**config.mk**
```make
export PLATFORM = sky130hd
export DESIGN_NAME = pipe_scroller_flat
export DESIGN_NICKNAME = d
export VERILOG_FILES = /design/src/rtl/pipe_scroller_if.sv /design/src/rtl/pipe_scroller.sv /design/src/flat_wrapper.sv
export SDC_FILE = /design/constraint.sdc
export NUM_CORES = 1
export LEC_CHECK = 0
export BUFFER_PORTS_ARGS = -buffer_cell sky130_fd_sc_hd__buf_2
export CORE_ASPECT_RATIO = 2
export CORE_MARGIN = 2
export CORE_UTILIZATION = 50
export CTS_CLUSTER_SIZE = 10
export DETAILED_ROUTE_END_ITERATION = 6
export PLACE_DENSITY = 0.77
export SLEW_MARGIN = 20
export SYNTH_ARGS = -nofsm -noshare
export SYNTH_HDL_FRONTEND = slang
export SYNTH_SLANG_ARGS = --single-unit
```
**constraint.sdc**
```tcl
create_clock -name clk -period 5.1 [get_ports clk]
set_clock_uncertainty 0.05 [all_clocks]
set_input_delay 0.765 -clock clk [delete_from_list [all_inputs] [get_ports clk]]
set_output_delay 0.765 -clock clk [all_outputs]
set_load 0.005 [all_outputs]
```
**src/rtl/pipe_scroller_if.sv**
```systemverilog
// ---------------------------------------------------------------------------
// pipe_scroller_if
//    Height request handshake between the pipe scroller and the random
//    height generator.
//
//    height_req  scroller -> generator   request for a new height (registered)
//    height_ack  generator -> scroller   height_in is valid this cycle
//    height_in   generator -> scroller   8-bit random height value
//
//    master: the scroller (issues requests)
//    slave : the height generator (answers requests)
// ---------------------------------------------------------------------------
interface pipe_scroller_if;
   logic       height_req;
   logic       height_ack;
   logic [7:0] height_in;

   modport master (output height_req, input height_ack, input height_in);
   modport slave  (input height_req, output height_ack, output height_in);
endinterface

```
**src/rtl/pipe_scroller.sv**
```systemverilog
// ---------------------------------------------------------------------------
// pipe_scroller
//    Scrolls one pipe leftward by SPEED pixels per frame_tick. When the pipe
//    has fully left the screen it requests a new random height over the
//    req/ack handshake and respawns at the right edge. Emits the vertical
//    gap bounds and a one-cycle score pulse when the pipe clears the bird.
//
// Ports
//    clk         system clock
//    reset       asynchronous, active-high reset
//    run         game running; 0 freezes scrolling (not the handshake)
//    frame_tick  one-cycle pulse per video frame
//    hs          height handshake (master side: height_req/ack/in)
//    pipe_x      signed left edge of the pipe in pixels
//    gap_top     y of the top of the opening
//    gap_bot     y of the bottom of the opening (gap_top + GAP)
//    passed      one-cycle pulse when the pipe's right edge reaches BIRD_X
//    busy        high while waiting for a height (REQ state)
//    All outputs are registered.
// ---------------------------------------------------------------------------
module pipe_scroller #(
   parameter int SCREEN_W = 640,
   parameter int PIPE_W   = 64,
   parameter int SPEED    = 2,
   parameter int GAP      = 120,
   parameter int MIN_TOP  = 40,
   parameter int RANGE    = 240,
   parameter int BIRD_X   = 160
) (
   input  logic                clk,
   input  logic                reset,
   input  logic                run,
   input  logic                frame_tick,
   pipe_scroller_if.master     hs,
   output logic signed [10:0]  pipe_x,
   output logic        [8:0]   gap_top,
   output logic        [8:0]   gap_bot,
   output logic                passed,
   output logic                busy
);

   typedef enum logic [1:0] {IDLE, REQ, SCROLL} state_t;

   // Signed constants keep every position comparison in signed arithmetic.
   localparam logic signed [10:0] PIPE_W_S = 11'(PIPE_W);
   localparam logic signed [10:0] BIRD_X_S = 11'(BIRD_X);
   localparam logic signed [10:0] SPEED_S  = 11'(SPEED);
   localparam logic signed [10:0] RESPAWN  = 11'(SCREEN_W);
   localparam logic        [8:0]  TOP_RST  = 9'(MIN_TOP + RANGE / 2);
   localparam logic        [8:0]  BOT_RST  = 9'(MIN_TOP + RANGE / 2 + GAP);

   state_t                state;
   logic signed [10:0]    nx;
   logic        [15:0]    prod;
   logic        [8:0]     top_new;
   logic                  offscreen;
   logic                  crossing;

   // NOTE: every signal written in always_comb is assigned on every path
   // (here unconditionally), so no latch can be inferred.
   always_comb begin
      nx        = pipe_x - SPEED_S;
      // Scale the 8-bit random value onto 0..RANGE-1 above MIN_TOP.
      prod      = 16'(hs.height_in) * 16'(RANGE);
      top_new   = 9'(16'(MIN_TOP) + (prod >> 8));
      offscreen = (nx + PIPE_W_S) <= 11'sd0;
      // Right edge moves from beyond the bird to at-or-behind it this step.
      crossing  = ((pipe_x + PIPE_W_S) > BIRD_X_S) && ((nx + PIPE_W_S) <= BIRD_X_S);
   end

   // NOTE: state registers use non-blocking assignments so every register
   // samples the pre-edge values, regardless of statement order.
   always_ff @(posedge clk or posedge reset) begin
      if (reset) begin
         state         <= IDLE;
         pipe_x        <= RESPAWN;
         gap_top       <= TOP_RST;
         gap_bot       <= BOT_RST;
         hs.height_req <= 1'b0;
         passed        <= 1'b0;
         busy          <= 1'b0;
      end else begin
         passed <= 1'b0;
         case (state)
            IDLE: begin
               if (frame_tick && run) begin
                  state         <= REQ;
                  hs.height_req <= 1'b1;
                  busy          <= 1'b1;
               end
            end

            // run and frame_tick are ignored here; only the ack matters.
            REQ: begin
               if (hs.height_ack && hs.height_req) begin
                  gap_top       <= top_new;
                  gap_bot       <= top_new + 9'(GAP);
                  pipe_x        <= RESPAWN;
                  hs.height_req <= 1'b0;
                  busy          <= 1'b0;
                  state         <= SCROLL;
               end
            end

            SCROLL: begin
               if (frame_tick && run) begin
                  pipe_x <= nx;
                  if (crossing) passed <= 1'b1;
                  // The final scroll step and the new request share one edge.
                  if (offscreen) begin
                     state         <= REQ;
                     hs.height_req <= 1'b1;
                     busy          <= 1'b1;
                  end
               end
            end

            default: begin
               state         <= IDLE;
               hs.height_req <= 1'b0;
               busy          <= 1'b0;
            end
         endcase
      end
   end

endmodule

```
**src/flat_wrapper.sv**
```systemverilog
// flat-port wrapper written by rule: the top's interface ports become plain ports
module pipe_scroller_flat 
#(
   parameter int SCREEN_W = 640,
   parameter int PIPE_W   = 64,
   parameter int SPEED    = 2,
   parameter int GAP      = 120,
   parameter int MIN_TOP  = 40,
   parameter int RANGE    = 240,
   parameter int BIRD_X   = 160
)
  (clk, reset, run, frame_tick, pipe_x, gap_top, gap_bot, passed, busy, hs_height_req, hs_height_ack, hs_height_in);
  pipe_scroller_if hs_i ();
  input  logic clk;
  input  logic reset;
  input  logic run;
  input  logic frame_tick;
  output logic signed [10:0] pipe_x;
  output logic        [8:0] gap_top;
  output logic        [8:0] gap_bot;
  output logic passed;
  output logic busy;
  output wire logic [$bits(hs_i.height_req)-1:0] hs_height_req;
  input wire logic [$bits(hs_i.height_ack)-1:0] hs_height_ack;
  input wire logic [$bits(hs_i.height_in)-1:0] hs_height_in;
  assign hs_height_req = hs_i.height_req;
  assign hs_i.height_ack = hs_height_ack;
  assign hs_i.height_in = hs_height_in;
  pipe_scroller #(.SCREEN_W(SCREEN_W), .PIPE_W(PIPE_W), .SPEED(SPEED), .GAP(GAP), .MIN_TOP(MIN_TOP), .RANGE(RANGE), .BIRD_X(BIRD_X)) u_core (.clk(clk), .reset(reset), .run(run), .frame_tick(frame_tick), .hs(hs_i), .pipe_x(pipe_x), .gap_top(gap_top), .gap_bot(gap_bot), .passed(passed), .busy(busy));
endmodule
```
==> qor.yml <==
status: "complete, no violations"
drive_gt1_frac: 0.195
fillers: 468
multiInputGateArea_mm2: 0.00163
async_flop_share: 1.00
grt_pass1_vias: 2172
fin_crit_ps: 4600
clk_latency_ps: 280
power.share.sequential: 0.270
power_frac_clock: 0.086
synth_edf_count: 0
setup_viol: 0
slew_violations: 0
cts.repair.resized: 0
area_delta_synth_final_pct: 11.0
crit_type: "input pin to flip-flop"
ys_types: 45
max_cap_viol_count: 0
die_w_um: 54.4
grt_start_max_net_pins: 29
via_per_inst: 5.72
hold_class: "flip-flop to flip-flop"
p_comb_frac: 0.645
synth_ff_type: "dfrtp_1"
wl_um: 5710
yosysMostFrequentCell: "inv_1"
ys_ff_latch: 28
antenna_found_initial: 0
worst_pin_slew_ps: 962
fp.dieH_um: 105
synth_common_cells: "inv_1, nand2_1, o21ai_0"
h-tree-depth: 1
slew_headroom: 0.355
place_congestion: 0.784
start_util: 0.523
switchingPower_mw: 0.753
antenna_cells: 0
ioPinCount: 45
avgSynthCellArea_um2: 8.65
vias: 2203
grt_pass1_wl_um: 9740
drt_iter0_drc: 47
layout.area.seq_um2: 709
cp.arrival_ps: 4760
cts_root_buf: "clkbuf_8"
clkTransAtPathRegs_ps: 90
cts.sink_count: 28
place.port_buffers: 43
postRouteAntennaNets: 0
synth_top_cell_by_area: "dfrtp_1"
wire_per_inst_um: 14.8
yosysWarningCount: 0
syn_inst: 294
drcViolationCount: 0
final.setup.tns_ps: 0
drt-pass1-iter-count: 4
cts_buffer_depth: 2
postCtsSetupBuffers: 0
ir_drop_v: 0.000304
powerDensity_mw_per_mm2: 566
postCtsHoldBufs: 0
cts_tree: "built"
grt.total_usage: 0.228
path_max_fanout: 5
crit_required_ps: 5260
startpoint_type: "input pin"
cts_buffers: 3
period_share: 0.902
core_mm2: 0.00486
hold_viol: 0
rsz0062_at_grt: "false"
sw_frac_of_total: 0.471
synth-seq-area-share: 0.279
die_area_mm2: 0.00571
fmax_ghz: 0.217
placed_cell_area_mm2: 0.00277
p_int_mw: 0.845
stdcell_area_mm2: 0.00282
leakagePower_nw: 1.46
endpoint_kind: "flip-flop"
grt_overflow: 0
syn_nets: 344
dp_hpwl_um: 4640
synth_area_leaders: "dfrtp_1, ha_1, fa_1"
syn_area_mm2: 0.00254
finalNetCount: 379
rows: 36
synth.top_cell.area_share: 0.207
[path summary, 6_finish.rpt]
| check | startpoint | end | slack, ps | cells past startpoint |
|---|---|---|---|---|
| min in group asynchronous | reset | u_core.gap_top[3] | 520 | 2 |
| setup / recovery | hs_height_in[5] | u_core.gap_bot[8] | 500 | 17 |
| max in group asynchronous | reset | u_core.pipe_x[6] | 4030 | 2 |
| setup reg to reg | u_core.pipe_x[5] | u_core.passed | 2050 | 11 |
| hold / removal | u_core.gap_bot[3] | u_core.gap_bot[3] | 410 | 2 |
| hold reg to reg | u_core.gap_bot[3] | u_core.gap_bot[3] | 410 | 2 |
[power groups by stage]
stage,sequential (mW),combinational (mW),clock [mW]
2_1_floorplan,0.400,0.772,0
3_3_place_gp,0.429,0.986,0
3_5_place_dp,0.432,1.02,0
4_1_cts,0.429,1.02,0.140
5_1_grt,0.447,1.18,0.149
6_report,0.431,1.03,0.137
[metal layers]
metal,share of wire,track usage
met1,0.34,0.230
met4,0.058,0.143
met5,0,0
met3,0.039,0.0314
met2,0.56,0.404
[per-stage QoR]
step / cells / power [mW] / hold WS (ps) / utilization / setup slack, ps
2_1_floorplan: 294 / 1.17 / 401 / - / 614
3_3_place_gp: 381 / 1.41 / 401 / 0.569 / 381
3_5_place_dp: 381 / 1.45 / 404 / 0.569 / 220
4_1_cts: 385 / 1.59 / 418 / 0.581 / 512
5_1_grt: 385 / 1.77 / 434 / 0.581 / 179
6_report: 385 / 1.60 / 414 / 0.581 / 498
[cell type report]
class,count,share of cell area
repair buffers,45,0.0815
multi-input cells,216,0.576
well taps,57,0.0253
clock buffers,4,0.0195
flip-flops and latches,28,0.251
inverters,35,0.0465
[registers in the layout, indices dropped and copies added, names as in the netlist]
name / count
u_core.pipe_x: 10
u_core.gap_bot: 9
u_core.gap_top: 6
u_core.passed: 1
u_core.state: 2
[cell usage in the layout, fill, tap and decap left out, types with 2 or more instances in the layout]
cell type  count
and3_1         5
xor2_1         5
o21ai_0       27
o211ai_1       3
o21ai_1        3
ha_1          25
a21oi_1       13
xnor2_1       12
buf_2         43
a31oi_1        7
dfrtp_1       21
nor2b_1        2
nor3_1         6
buf_4          2
nand2_1       34
dfstp_2        7
mux2_2         3
nand2b_1       2
clkbuf_8       4
fa_1          12
a211oi_1       4
o22ai_1        2
o31ai_1        2
a21o_1         5
nor2_1        20
nand3_1        6
inv_1         34
[worst max-delay path: stages]
cell	delay, ps
buf_2	100
inv_1	230
fa_1	490
fa_1	510
inv_1	40
ha_1	320
and3_1	240
a2111oi_4	470
inv_1	70
a21oi_1	200
xnor2_1	170
ha_1	280
nor2b_1	190
nor4b_2	270
a311o_1	190
xnor2_1	70
o211ai_1	150
[logic make-up after synthesis]
family | synth area share
other | 0.00147
muxes | 0.0133
and+or+nand+nor | 0.151
DFF | 0.279
adders and majority gates | 0.217
buffers and inverters | 0.0817
AOI/OAI and AO/OA | 0.189
xor gates and xnor gates | 0.0674
No activity file was read; power rests on OpenSTA's default activity.
